===== config.mk =====
export PLATFORM = sky130hd
export DESIGN_NAME = wb_classic_master
export DESIGN_NICKNAME = d
export VERILOG_FILES = /design/src/rtl/wb_classic_master.sv
export SDC_FILE = /design/constraint.sdc
export NUM_CORES = 1
export LEC_CHECK = 0
export BUFFER_PORTS_ARGS = -buffer_cell sky130_fd_sc_hd__buf_2
export CORE_ASPECT_RATIO = 0.9
export CORE_MARGIN = 1.5
export CORE_UTILIZATION = 50
export CTS_BUF_LIST = sky130_fd_sc_hd__clkbuf_8
export CTS_CLUSTER_SIZE = 20
export DETAILED_ROUTE_END_ITERATION = 10
export HOLD_SLACK_MARGIN = 0.05
export PLACE_DENSITY = 0.82
export SLEW_MARGIN = 20
export SYNTH_ARGS = -nofsm -noshare
export SYNTH_HDL_FRONTEND = slang
export SYNTH_SLANG_ARGS = --single-unit

===== constraint.sdc =====
create_clock -name clk_i -period 2.3 [get_ports clk_i]
set_input_delay 0.23 -clock clk_i [delete_from_list [all_inputs] [get_ports clk_i]]
set_output_delay 0.23 -clock clk_i [all_outputs]
set_load 0.1 [all_outputs]

===== src/rtl/wb_classic_master.sv =====
// rtl/wb_classic_master.sv - Wishbone B4 classic single-transfer initiator with retry and timeout
module wb_classic_master #(
    parameter int unsigned MAX_RETRIES    = 3,
    parameter int unsigned TIMEOUT_CYCLES = 16
) (
    input  logic        clk_i,
    input  logic        rst_ni,
    input  logic        req_valid_i,
    output logic        req_ready_o,
    input  logic        req_we_i,
    input  logic [31:0] req_adr_i,
    input  logic [31:0] req_dat_i,
    input  logic [3:0]  req_sel_i,
    output logic        rsp_valid_o,
    output logic [31:0] rsp_dat_o,
    output logic [1:0]  rsp_status_o,
    output logic        cyc_o,
    output logic        stb_o,
    output logic [31:0] adr_o,
    output logic [31:0] dat_o,
    output logic [3:0]  sel_o,
    output logic        we_o,
    input  logic [31:0] dat_i,
    input  logic        ack_i,
    input  logic        err_i,
    input  logic        rty_i
);

    localparam int RW = (MAX_RETRIES > 0) ? $clog2(MAX_RETRIES + 1) : 1;
    localparam int TW = $clog2(TIMEOUT_CYCLES + 1);

    localparam logic [1:0] ST_OK      = 2'b00;
    localparam logic [1:0] ST_ERR     = 2'b01;
    localparam logic [1:0] ST_RTY     = 2'b10;
    localparam logic [1:0] ST_TIMEOUT = 2'b11;

    typedef enum logic [1:0] {
        S_IDLE,
        S_BUS,
        S_GAP,
        S_RESP
    } state_t;

    state_t          state;
    state_t          state_nxt;
    logic            ready_en;
    logic            we_r;
    logic [31:0]     adr_r;
    logic [31:0]     dat_r;
    logic [3:0]      sel_r;
    logic [RW-1:0]   retry_cnt;
    logic [RW-1:0]   retry_nxt;
    logic [TW-1:0]   tmo_cnt;
    logic [TW-1:0]   tmo_nxt;
    logic [31:0]     rsp_dat_r;
    logic [1:0]      rsp_status_r;
    logic [1:0]      status_nxt;
    logic            accept;
    logic            capture;
    logic            bus_drive;

    always_comb begin
        state_nxt  = state;
        retry_nxt  = retry_cnt;
        tmo_nxt    = tmo_cnt;
        status_nxt = rsp_status_r;
        accept     = 1'b0;
        capture    = 1'b0;
        case (state)
            S_IDLE: begin
                if (req_valid_i && ready_en) begin
                    accept     = 1'b1;
                    retry_nxt  = '0;
                    tmo_nxt    = '0;
                    status_nxt = ST_OK;
                    state_nxt  = S_BUS;
                end
            end
            S_BUS: begin
                if (err_i) begin
                    status_nxt = ST_ERR;
                    state_nxt  = S_RESP;
                end else if (ack_i) begin
                    status_nxt = ST_OK;
                    capture    = ~we_r;
                    state_nxt  = S_RESP;
                end else if (rty_i) begin
                    if (retry_cnt == RW'(MAX_RETRIES)) begin
                        status_nxt = ST_RTY;
                        state_nxt  = S_RESP;
                    end else begin
                        retry_nxt = retry_cnt + RW'(1);
                        tmo_nxt   = '0;
                        state_nxt = S_GAP;
                    end
                end else if (tmo_cnt == TW'(TIMEOUT_CYCLES - 1)) begin
                    status_nxt = ST_TIMEOUT;
                    state_nxt  = S_RESP;
                end else begin
                    tmo_nxt = tmo_cnt + TW'(1);
                end
            end
            S_GAP:   state_nxt = S_BUS;
            S_RESP:  state_nxt = S_IDLE;
            default: state_nxt = S_IDLE;
        endcase
    end

    always_ff @(posedge clk_i or negedge rst_ni) begin
        if (!rst_ni) begin
            state        <= S_IDLE;
            ready_en     <= 1'b0;
            we_r         <= 1'b0;
            adr_r        <= '0;
            dat_r        <= '0;
            sel_r        <= '0;
            retry_cnt    <= '0;
            tmo_cnt      <= '0;
            rsp_dat_r    <= '0;
            rsp_status_r <= '0;
        end else begin
            state        <= state_nxt;
            ready_en     <= 1'b1;
            retry_cnt    <= retry_nxt;
            tmo_cnt      <= tmo_nxt;
            rsp_status_r <= status_nxt;
            if (accept) begin
                we_r      <= req_we_i;
                adr_r     <= req_adr_i;
                dat_r     <= req_dat_i;
                sel_r     <= req_sel_i;
                rsp_dat_r <= '0;
            end else if (capture) begin
                rsp_dat_r <= dat_i;
            end
        end
    end

    // Outputs decode straight from state so an async reset clears the bus at once.
    assign bus_drive    = (state == S_BUS) || (state == S_GAP);
    assign cyc_o        = (state == S_BUS);
    assign stb_o        = (state == S_BUS);
    assign adr_o        = bus_drive ? adr_r : '0;
    assign dat_o        = bus_drive ? dat_r : '0;
    assign sel_o        = bus_drive ? sel_r : '0;
    assign we_o         = bus_drive & we_r;
    assign req_ready_o  = (state == S_IDLE) && ready_en;
    assign rsp_valid_o  = (state == S_RESP);
    assign rsp_dat_o    = rsp_valid_o ? rsp_dat_r : '0;
    assign rsp_status_o = rsp_valid_o ? rsp_status_r : '0;

endmodule


# Word-level counts from Yosys, hierarchy flattened
# Cells that the tools add are included.
# W data, S select, Z words.
[totals]
ff_bits = 113
input_bits = 107
out_inout_bits = 107
elab_cells = 75
[classes]
n_addsub = 2
n_eq_ne = 14
n_mux = 37
bitwise = 2
n_reduce_logical = 10
[op_table]
columns = ["cell", "n"]
rows = [
  ["$mux W32", 5],
  ["$mux W2", 15],
  ["$mux W5", 6],
  ["$reduce_and A6 Y1", 2],
  ["$pmux W5 S2", 1],
  ["$ne A2 B2 Y1 const B", 4],
  ["$pmux W2 S2", 2],
  ["$pmux W2 S4", 1],
  ["$eq A2 B2 Y1 const B", 3],
  ["$mux W1", 6],
  ["$ne A3 B3 Y1 const B", 2],
  ["$add A5 B1 Y5 const B", 1],
  ["$eq A5 B4 Y1 const B", 1],
  ["$ne A5 B1 Y1 const B", 1],
  ["$ne A5 B4 Y1 const B", 1],
  ["$mux W4", 1],
  ["$reduce_and A4 Y1", 1],
  ["$reduce_bool A2 Y1", 2],
  ["$add A2 B1 Y2 const B", 1],
  ["$eq A2 B1 Y1 const B", 1],
  ["$logic_and A1 B1 Y1", 2],
  ["$logic_not A2 Y1", 1],
  ["$ne A2 B1 Y1 const B", 1],
  ["$reduce_and A2 Y1", 1],
  ["3 further kinds", 3],
]

# Logic depth before layout (Yosys ltp)
# Gate-level depths: netlist of the first run.
[depth]
ltp_word = 6
mapped_depth = 8
ltp_nobuf = 7

# Least setup slack after synthesis of the first run
# No wires, ideal clock.
[synth_path]
path_type = "register to output"
from = "register state[0]"
to = "output rsp_dat_o[10]"
t_arrival_ns = 2.326
t_required_ns = 2.070
path_slack_ns = -0.256
path_stages_with_launch = 4
path_buffers = 1
cell_sequence = "dfrtp_1 > ha_1 > clkbuf_1 > and2_1"
[synth_via]
elab_chain_cells = 2
[synth_rtl]
columns = ["element", "line_no", "rtl"]
rows = [
  ["from (decl)", "44", "state_t state;"],
  ["from (signal assigned)", "122", "state <= state_nxt;"],
  ["$eq A2 B2 Y1", "148", "assign rsp_valid_o = (state == S_RESP);"],
  ["named net rsp_valid_o", "14", "output logic rsp_valid_o,"],
  ["$mux W32", "149", "assign rsp_dat_o = rsp_valid_o ? rsp_dat_r : '0;"],
  ["to (decl)", "15", "output logic [31:0] rsp_dat_o,"],
]
# The timed path passes the listed nets, and every way through them passes these cells.

# Final worst setup path of the first run
[layout_path]
from = "register state[0]"
to = "output adr_o[12]"
[layout_via]
elab_chain_cells = 3
word_cells_on_any_way = 4
classes_between = "2 x eq/ne; 1 x mux; 1 x reduce/logical"
[layout_rtl]
columns = ["element", "line_no", "rtl"]
rows = [
  ["$eq A2 B1 Y1 / $eq A2 B2 Y1 (equally long branches)", "140", "assign bus_drive = (state == S_BUS) || (state == S_GAP);"],
  ["$logic_or A1 B1 Y1 *", "140", ""],
  ["$mux W32 *", "143", "assign adr_o = bus_drive ? adr_r : '0;"],
  ["to (decl)", "19", "output logic [31:0] adr_o,"],
]
# Every way passes the cells marked *; elsewhere a longest branch is shown, timed or not.

==> key figures, run 1 <==
Run status
  – Status: complete, no violations

Critical path
  – Critical Path Source Type: flop
  – Crit end category: output pin
  – Reg2Reg Setup Slack: 250 ps
  – WP data required: 2070 ps
  – Kind of critical path: flop to output pin
  – WP data arrival: 1950 ps
  – Max FO, Critical Path: 15

Placed design
  – Routability cong.: 0.827
  – Dpl cells: 939
  – Hpwl dp: 10.5 mm
  – Port bufs: 213

Synth
  – Post-synthesis area per instance: 8.50 µm²
  – Yosys warnings: 0
  – Cell Area, Synth: 5310 µm²
  – Register area share after synthesis: 0.533
  – Synth unique cells: 32
  – Mapped Cells: 624
  – Post-Syn Nets: 738
  – #FFs+latches synth: 113

Timing
  – Final Cycle Share: 0.949
  – Final setup viols: 0
  – Final Hold Viols: 0
  – Clk_skew: 18.7 ps
  – Worst slew pin tran: 572 ps
  – Slew Limit Headroom: 0.619
  – Final min period: 2180 ps
  – Max-slew violation count: 0
  – RSZ-0062 raised after global routing: no
  – F_max: 458 MHz

Route
  – Detailed Route Iter0 Violations: 617
  – Routed WL: 19.9 mm
  – Detailed Routing Iterations Pass 1: 5
  – Routed WL per cell: 18.6 µm
  – Post-route ant nets: 0
  – Remaining DRCs: 0
  – Via/cell ratio: 5.38
  – Via count: 5765

Clocking
  – Clock Tree Buf Depth: 2
  – Clk slew on worst S/H paths: 70 ps
  – CTS Buf Count: 17
  – CTS sink cnt: 113
  – CTS tree: built
  – Clock root buffer: clkbuf_8
  – H-tree depth: 4
  – Clk_lat worst skew: 430 ps

Cells and area
  – Layout area overhead: 67.9%
  – Share of cells above drive strength 1: 0.280
  – Final #Nets: 1043
  – Multi-input gate area: 2300 µm²
  – Finished Layout Cells: 1072
  – Register area: 2830 µm²
  – Fill count: 490

GRT
  – Largest net degree at the start of global routing: 55
  – Vias in the first global route: 6147
  – GRT Total Usage: 0.358
  – Most Used Layer, Global Route: met2
  – GRT met2 Usage: 0.621
  – Initial antenna violation count: 0
  – Total congestion overflow: 0
  – First-pass GRT wire length: 31.0 mm
  – Grt met1 use: 0.399
  – M3 GR Usage: 0.120

Die
  – I/O pins: 214
  – Core Rows: 35
  – Die ar.: 11200 µm²
  – Initial core utilization: 0.516
  – Core Box Area: 10300 µm²
  – DIE HEIGHT: 101 µm
  – Die W: 112 µm

Job
  – Max Cap Viol: 0

Hold path
  – Worst hold path type: input pin to flop
==> timing repair <==
action,CTS,global route
buffers inserted,0,1
endpoints found under the hold margin,135,3
pin swaps,0,0
gates resized for setup,0,6
hold buffers,96,3
endpoints found under the setup margin,8,74
==> critical path, cell delays in order, from the launching register on <==
cell	delay, ps
dfrtp_2	430
inv_1	70
ha_2	370
buf_4	220
and2_1	240
buf_12	200
==> cells by family after synthesis <==
kind of cell | share of synthesized area
mux | 0.00424
other cells | 0.000707
compound gates | 0.0557
simple gates | 0.352
buf+inv | 0.0380
fa+ha+maj | 0.0165
flops | 0.533
==> cell usage after synthesis <==
library cell | instances | area share
nand2_1 | 276 | 0.20
dfrtp_1 | 113 | 0.53
and2_1 | 105 | 0.12
a21oi_1 | 37 | 0.035
clkbuf_1 | 23 | 0.016
buf_2 | 11 | 0.010
ha_1 | 7 | 0.017
inv_1 | 5 | 0.0035
nand2b_1 | 5 | 0.0059
o21ai_0 | 5 | 0.0047
nor2_1 | 4 | 0.0028
nor2b_1 | 4 | 0.0047
and3_1 | 3 | 0.0035
buf_6 | 3 | 0.0064
a22o_1 | 2 | 0.0033
a32o_1 | 2 | 0.0038
mux2_2 | 2 | 0.0042
nand3_1 | 2 | 0.0019
nor4_1 | 2 | 0.0024
a211o_1 | 1 | 0.0017
a21o_1 | 1 | 0.0014
a2bb2oi_1 | 1 | 0.0017
buf_4 | 1 | 0.0014
conb_1 | 1 | 0.00071
nand3_2 | 1 | 0.0019
nand4_1 | 1 | 0.0012
nor3b_2 | 1 | 0.0024
nor4b_4 | 1 | 0.0045
o211ai_1 | 1 | 0.0014
o21bai_1 | 1 | 0.0014
o31ai_1 | 1 | 0.0014
or3b_1 | 1 | 0.0017
==> registers in the layout, summed over array words and instances (netlist names) <==
register and cells:
dat_r 32, we_r 1, rsp_status_r 2, adr_r 32
tmo_cnt 5, rsp_dat_r 32, ready_en 1, state 2
retry_cnt 2, sel_r 4
==> layer usage <==
layer	vias up	routed length (µm)
met3	75	1890
met4	0	816
met1	2774	7170
met2	369	10100
met5	-	0
li1	2547	-
==> layout make-up <==
class,instances,share of cell area
tap,129,0.0181
antenna,1,0.000281
sequential,113,0.318
timing repair buffer,324,0.360
inverter,5,0.00211
clock buffer,19,0.0293
multi-input combinational,468,0.259
clock inverter,13,0.0136
==> worst paths after layout <==
path,startpoint,to,cells past startpoint
max,state[0],adr_o[12],5
min,dat_i[14],rsp_dat_r[14],3
max reg2reg,tmo_cnt[0],tmo_cnt[3],7
min reg2reg,adr_r[5],adr_r[5],2
max in group asynchronous,rst_ni,adr_r[4],3
min in group asynchronous,rst_ni,rsp_dat_r[7],2
==> layout by cell type (no fill, tap or decap), types with 2 or more instances in the layout <==
cell type | Yosys | routed
a22o_1 | 2 | 2
and2_1 | 105 | 105
inv_1 | 5 | 8
mux2_2 | 2 | 2
a32o_1 | 2 | 2
nand3_1 | 2 | 2
dfrtp_1 | 113 | 112
nor2_1 | 4 | 4
and3_1 | 3 | 2
nand2_1 | 276 | 276
buf_12 | 0 | 71
buf_2 | 11 | 143
ha_1 | 7 | 4
clkbuf_8 | 0 | 19
bufinv_16 | 0 | 2
clkinv_4 | 0 | 2
a21oi_1 | 37 | 37
dlygate4sd3_1 | 0 | 99
ha_2 | 0 | 2
o21ai_0 | 5 | 5
nand2b_1 | 5 | 5
clkinv_2 | 0 | 5
nor2b_1 | 4 | 4
nor4_1 | 2 | 2
buf_4 | 1 | 11
==> metrics by stage <==
stage	hold WS [ps]	area, µm²	setup WS (ps)	TNS (ps)	util
after global routing	56.8	8910	49.0	0	0.866
after detailed placement	260	7500	263	0	0.729
final	72.3	8910	117	0	0.866
after CTS	52.7	8840	-15.9	-38.8	0.859
after floorplan	-65.6	5310	68.5	0	-
after global placement	251	7500	367	0	0.729
Power of run 1 is left out: the tool's default activity adds up to more than one toggle a clock period on the data nets, which glitch-free logic cannot reach.
==> run 2: changes to the inputs <==
- CORE_UTILIZATION: 50 -> 45
- PLACE_DENSITY: 0.82 -> 0.75
==> run 2 against run 1 <==
Compared with the run above:
- flip-flop and latch count stayed put
- worst hold slack better by 81 ps
- register-to-register slack hardly changed
- clock skew is 3.2 ps lower
- critical path depth stayed put
- maximum frequency hardly changed
==> key figures, run 2 (same netlist as run 1, synthesis figures left out) <==
Critical path
  – Setup crit end: dat_o[24]
  – Critical Path Source Type: flop
  – Max FO, Critical Path: 45
  – Reg2Reg Setup Slack: 250 ps
  – Critical Path Start: state[1]
  – WP data arrival: 1950 ps
  – Kind of critical path: flop to output pin
  – Crit end category: output pin
  – Reg-to-Reg Start: tmo_cnt[0]
  – Reg-to-Reg End: tmo_cnt[3]
  – WP data required: 2070 ps
  – Reg2Reg Depth: 7

Clocking
  – Clock root buffer: clkbuf_8
  – CTS sink cnt: 113
  – Post-CTS Setup Bufs: 0
  – Clk slew on worst S/H paths: 70 ps
  – H-tree depth: 4
  – CTS Buf Count: 17
  – Clk_lat worst skew: 450 ps
  – Clock Tree Buf Depth: 2
  – CTS tree: built

Die
  – I/O pins: 214
  – Die ar.: 12500 µm²
  – Die W: 117 µm
  – DIE HEIGHT: 106 µm
  – Core Box Area: 11500 µm²
  – Initial core utilization: 0.462
  – Core Rows: 37

Timing
  – Clk_skew: 15.5 ps
  – Worst slew pin tran: 554 ps
  – Final setup TNS: 0 ps
  – RSZ-0062 raised after global routing: no
  – PnR worst setup slack: 117 ps
  – Final setup viols: 0
  – Max-slew violation count: 0
  – Final Cycle Share: 0.949
  – Slew Limit Headroom: 0.631
  – F_max: 458 MHz
  – Final min period: 2180 ps
  – Final Hold Viols: 0

Hold path
  – Worst hold path type: input pin to flop
  – Hold Crit Start: err_i

Cells and area
  – Final #Nets: 1044
  – Final core occ: 0.784
  – Most frequent cells in the layout: nand2_1, buf_2, dfrtp_1, and2_1, dlygate4sd3_1
  – Layout area overhead: 69.7%
  – Antenna cells: 0
  – Largest registers ranked by flip-flop count: adr_r (32), dat_r (32), rsp_dat_r (32)
  – Most common cell after layout, fill and taps aside: nand2_1
  – Share of cells above drive strength 1: 0.280

GRT
  – Vias in the first global route: 5770
  – Largest net degree at the start of global routing: 89
  – GRT Total Usage: 0.301
  – First-pass GRT wire length: 29.2 mm
  – Initial antenna violation count: 0
  – Total congestion overflow: 0
  – Grt met1 use: 0.331
  – Most Used Layer, Global Route: met2
  – GRT met2 Usage: 0.518
  – M3 GR Usage: 0.111

Placed design
  – Routability cong.: 0.776
  – Hpwl dp: 9.91 mm
  – Port bufs: 213
  – Place WS: 276 ps

Route
  – Via count: 5507
  – Detailed Routing Iterations Pass 1: 5
  – Routed WL: 18.3 mm
  – Via/cell ratio: 5.01
  – Remaining DRCs: 0
  – Post-route ant nets: 0
  – Detailed Route Iter0 Violations: 346
  – Routed WL per cell: 16.6 µm

Job
  – Max Cap Viol: 0

Run status
  – Status: complete, no violations
[run 2: changes by cell type in the layout (fill, tap and decap cells not counted), sizes merged]
cell and change:
diode -1, clkinvlp +2, inv -2, bufinv +1
clkbuf -1, buf -2, dlygate4sd3 +3
[run 2: worst min path at each step]
| stage | to | slack (ps) | cells past startpoint |
|---|---|---|---|
| 2_1_floorplan | adr_r[0] | -70 | 0 |
| 3_3_place_gp | rsp_dat_r[7] | 160 | 1 |
| 3_5_place_dp | rsp_dat_r[7] | 160 | 1 |
| 4_1_cts | rsp_status_r[1] | 140 | 4 |
| 5_1_grt | rsp_status_r[1] | 180 | 4 |
| 6_report | rsp_status_r[1] | 150 | 4 |
[run 2: critical path: stages (launching register included)]
cell and delay (ps):
dfrtp_1 400, inv_1 100, ha_2 370, buf_12 200
and2_1 230, buf_12 200
[run 2: final cells by class]
class	instances	area (µm²)
inverters	5	18.8
clock buffers	18	248
well taps	156	195
clock inverters	14	166
fillers	680	2480
multi-input cells	468	2300
repair buffers	325	3240
flip-flops and latches	113	2830
[run 2: per-stage QoR]
step,hold slack (ps),area (µm²),instances
final,153,9000,1099
after global routing,177,9000,1099
after CTS,137,8990,1099
after detailed placement,161,7540,965
after global placement,159,7540,965
after floorplan,-65.6,5310,624
[run 2: repair_timing]
| action | CTS | global route |
|---|---|---|
| hold buffers | 102 | 0 |
| endpoints found under the hold margin | 126 | 0 |
| resized for setup | 2 | 4 |
| setup endpoints to repair | 43 | 69 |
| cloned | 0 | 0 |
| pin swaps | 0 | 0 |
[run 2: routing by layer]
layer  part of all wire  routed length [µm]  up-vias
met4              0.035                 646        0
met3              0.090                1650       50
li1                   -                   -     2548
met1               0.37                6850     2637
met2               0.50                9140      272
met5                  0                   0        -
Power of run 2 is left out for the same reason.
==> run 3: changes to the inputs <==
- HOLD_SLACK_MARGIN: 0.05 -> default
- PLACE_DENSITY: 0.75 -> 0.78
- SKIP_CTS_REPAIR_TIMING: default -> 1
- clock period: 2.3 -> 1.8 ns (I/O delays scaled with it)
==> run 3 against run 2 <==
Compared with the run above:
- the run now ends with negative hold slack, negative setup slack left
- critical path depth unchanged
- die area unchanged
- sequential share of layout area down 2.7 points
- global-route usage decreased by 5.3 points
- critical path type unchanged
- highest routed layer unchanged
==> key figures, run 3 (same netlist as run 1, synthesis figures left out) <==
Run status
  – Status: finished with violations
  – Violated checks: negative hold slack, negative setup slack

Critical path
  – Max FO, Critical Path: 25
  – Crit end category: output pin
  – Critical Path Source Type: flop
  – WP data arrival: 1800 ps
  – WP data required: 1620 ps
  – Kind of critical path: flop to output pin

Cells and area
  – Share of cells above drive strength 1: 0.413
  – Largest registers ranked by flip-flop count: adr_r (32), dat_r (32), rsp_dat_r (32)
  – Layout area overhead: 85.6%
  – Final #Nets: 1039
  – Most common cell after layout, fill and taps aside: nand2_1
  – Most frequent cells in the layout: nand2_1, buf_12, dfrtp_1, buf_2, dlygate4sd3_1

GRT
  – Total congestion overflow: 0
  – Largest net degree at the start of global routing: 51
  – GRT Total Usage: 0.248
  – Vias in the first global route: 5100
  – Initial antenna violation count: 1
  – First-pass GRT wire length: 24.4 mm

Timing
  – PnR worst setup slack: -177 ps
  – Final min period: 1980 ps
  – Final setup viols: 102
  – RSZ-0062 raised after global routing: yes
  – Final Hold Viols: 2
  – WHS: -7.22 ps
  – Max-slew violation count: 0
  – Final Cycle Share: 1.10
  – F_max: 506 MHz
  – Clk_skew: 12.7 ps

Clocking
  – H-tree depth: 4
  – Clk_lat worst skew: 420 ps
  – CTS tree: built
  – CTS Buf Count: 17
  – CTS sink cnt: 113
  – Clock Tree Buf Depth: 2
  – Clock root buffer: clkbuf_8
  – Clk slew on worst S/H paths: 70 ps

Die
  – DIE HEIGHT: 106 µm
  – Core Rows: 37
  – I/O pins: 214
  – Initial core utilization: 0.462
  – Die W: 117 µm
  – Die ar.: 12500 µm²
  – Core Box Area: 11500 µm²

Placed design
  – Hpwl dp: 10.9 mm
  – Routability cong.: 0.845
  – Port bufs: 213
  – Place WS: -80.5 ps

Route
  – Via/cell ratio: 5.16
  – Detailed Routing Iterations Pass 1: 5
  – Via count: 5643
  – Routed WL: 20.3 mm
  – Remaining DRCs: 0
  – Detailed Route Iter0 Violations: 444
  – Post-route ant nets: 0
  – Routed WL per cell: 18.6 µm

Hold path
  – Worst hold path type: input pin to flop

Job
  – Max Cap Viol: 0
## run 3: changes by cell type in the layout (fill, tap and decap cells not counted), moves of 18 or more
| cell | previous run | this run |
|---|---|---|
| and2_2 | 0 | 83 |
| buf_12 | 72 | 115 |
| dlygate4sd3_1 | 102 | 84 |
| and2_4 | 0 | 21 |
| and2_1 | 105 | 1 |
| buf_2 | 143 | 105 |
## run 3: final timing paths
check	from	endpoint	slack, ps	cells past startpoint
worst min register to register	adr_r[2]	adr_r[2]	470	2
max in group asynchronous	rst_ni	dat_r[20]	960	3
worst min-delay path	dat_i[30]	rsp_dat_r[30]	-7	3
worst max register to register	state[1]	rsp_dat_r[31]	70	7
worst max-delay path	state[0]	adr_o[24]	-180	5
min in group asynchronous	rst_ni	rsp_dat_r[2]	250	2
## run 3: area by class of cell
| cell class | instances | area, µm² |
|---|---|---|
| sequential | 113 | 2830 |
| clock inverter | 12 | 166 |
| clock buffer | 19 | 262 |
| tap | 156 | 195 |
| inverter | 5 | 18.8 |
| fill | 566 | 1640 |
| antenna | 1 | 2.50 |
| timing repair buffer | 320 | 3820 |
| multi-input combinational | 468 | 2550 |
## run 3: routing by layer
metal	routed length (µm)	track usage
met4	848	0.0932
met5	0	0
met2	10400	0.437
met3	1630	0.0917
met1	7400	0.276
## run 3: worst max-delay path, stage by stage, from the launching register on
cell and delay [ps]:
dfrtp_1 390, inv_1 90, ha_4 310, clkbuf_16 200, and2_2 190, buf_12 180
## run 3: through the flow
stage               instance area [µm²]  cells   util  setup TNS [ps]
floorplan                          5490    624      -           -1360
global placement                   8390    973  0.731               0
detailed placement                 8390    973  0.731            -179
CTS                                8820   1004  0.768          -23990
global route                       9850   1094  0.858          -20180
finish                             9850   1094  0.858          -11480
Power of run 3 is left out for the same reason.
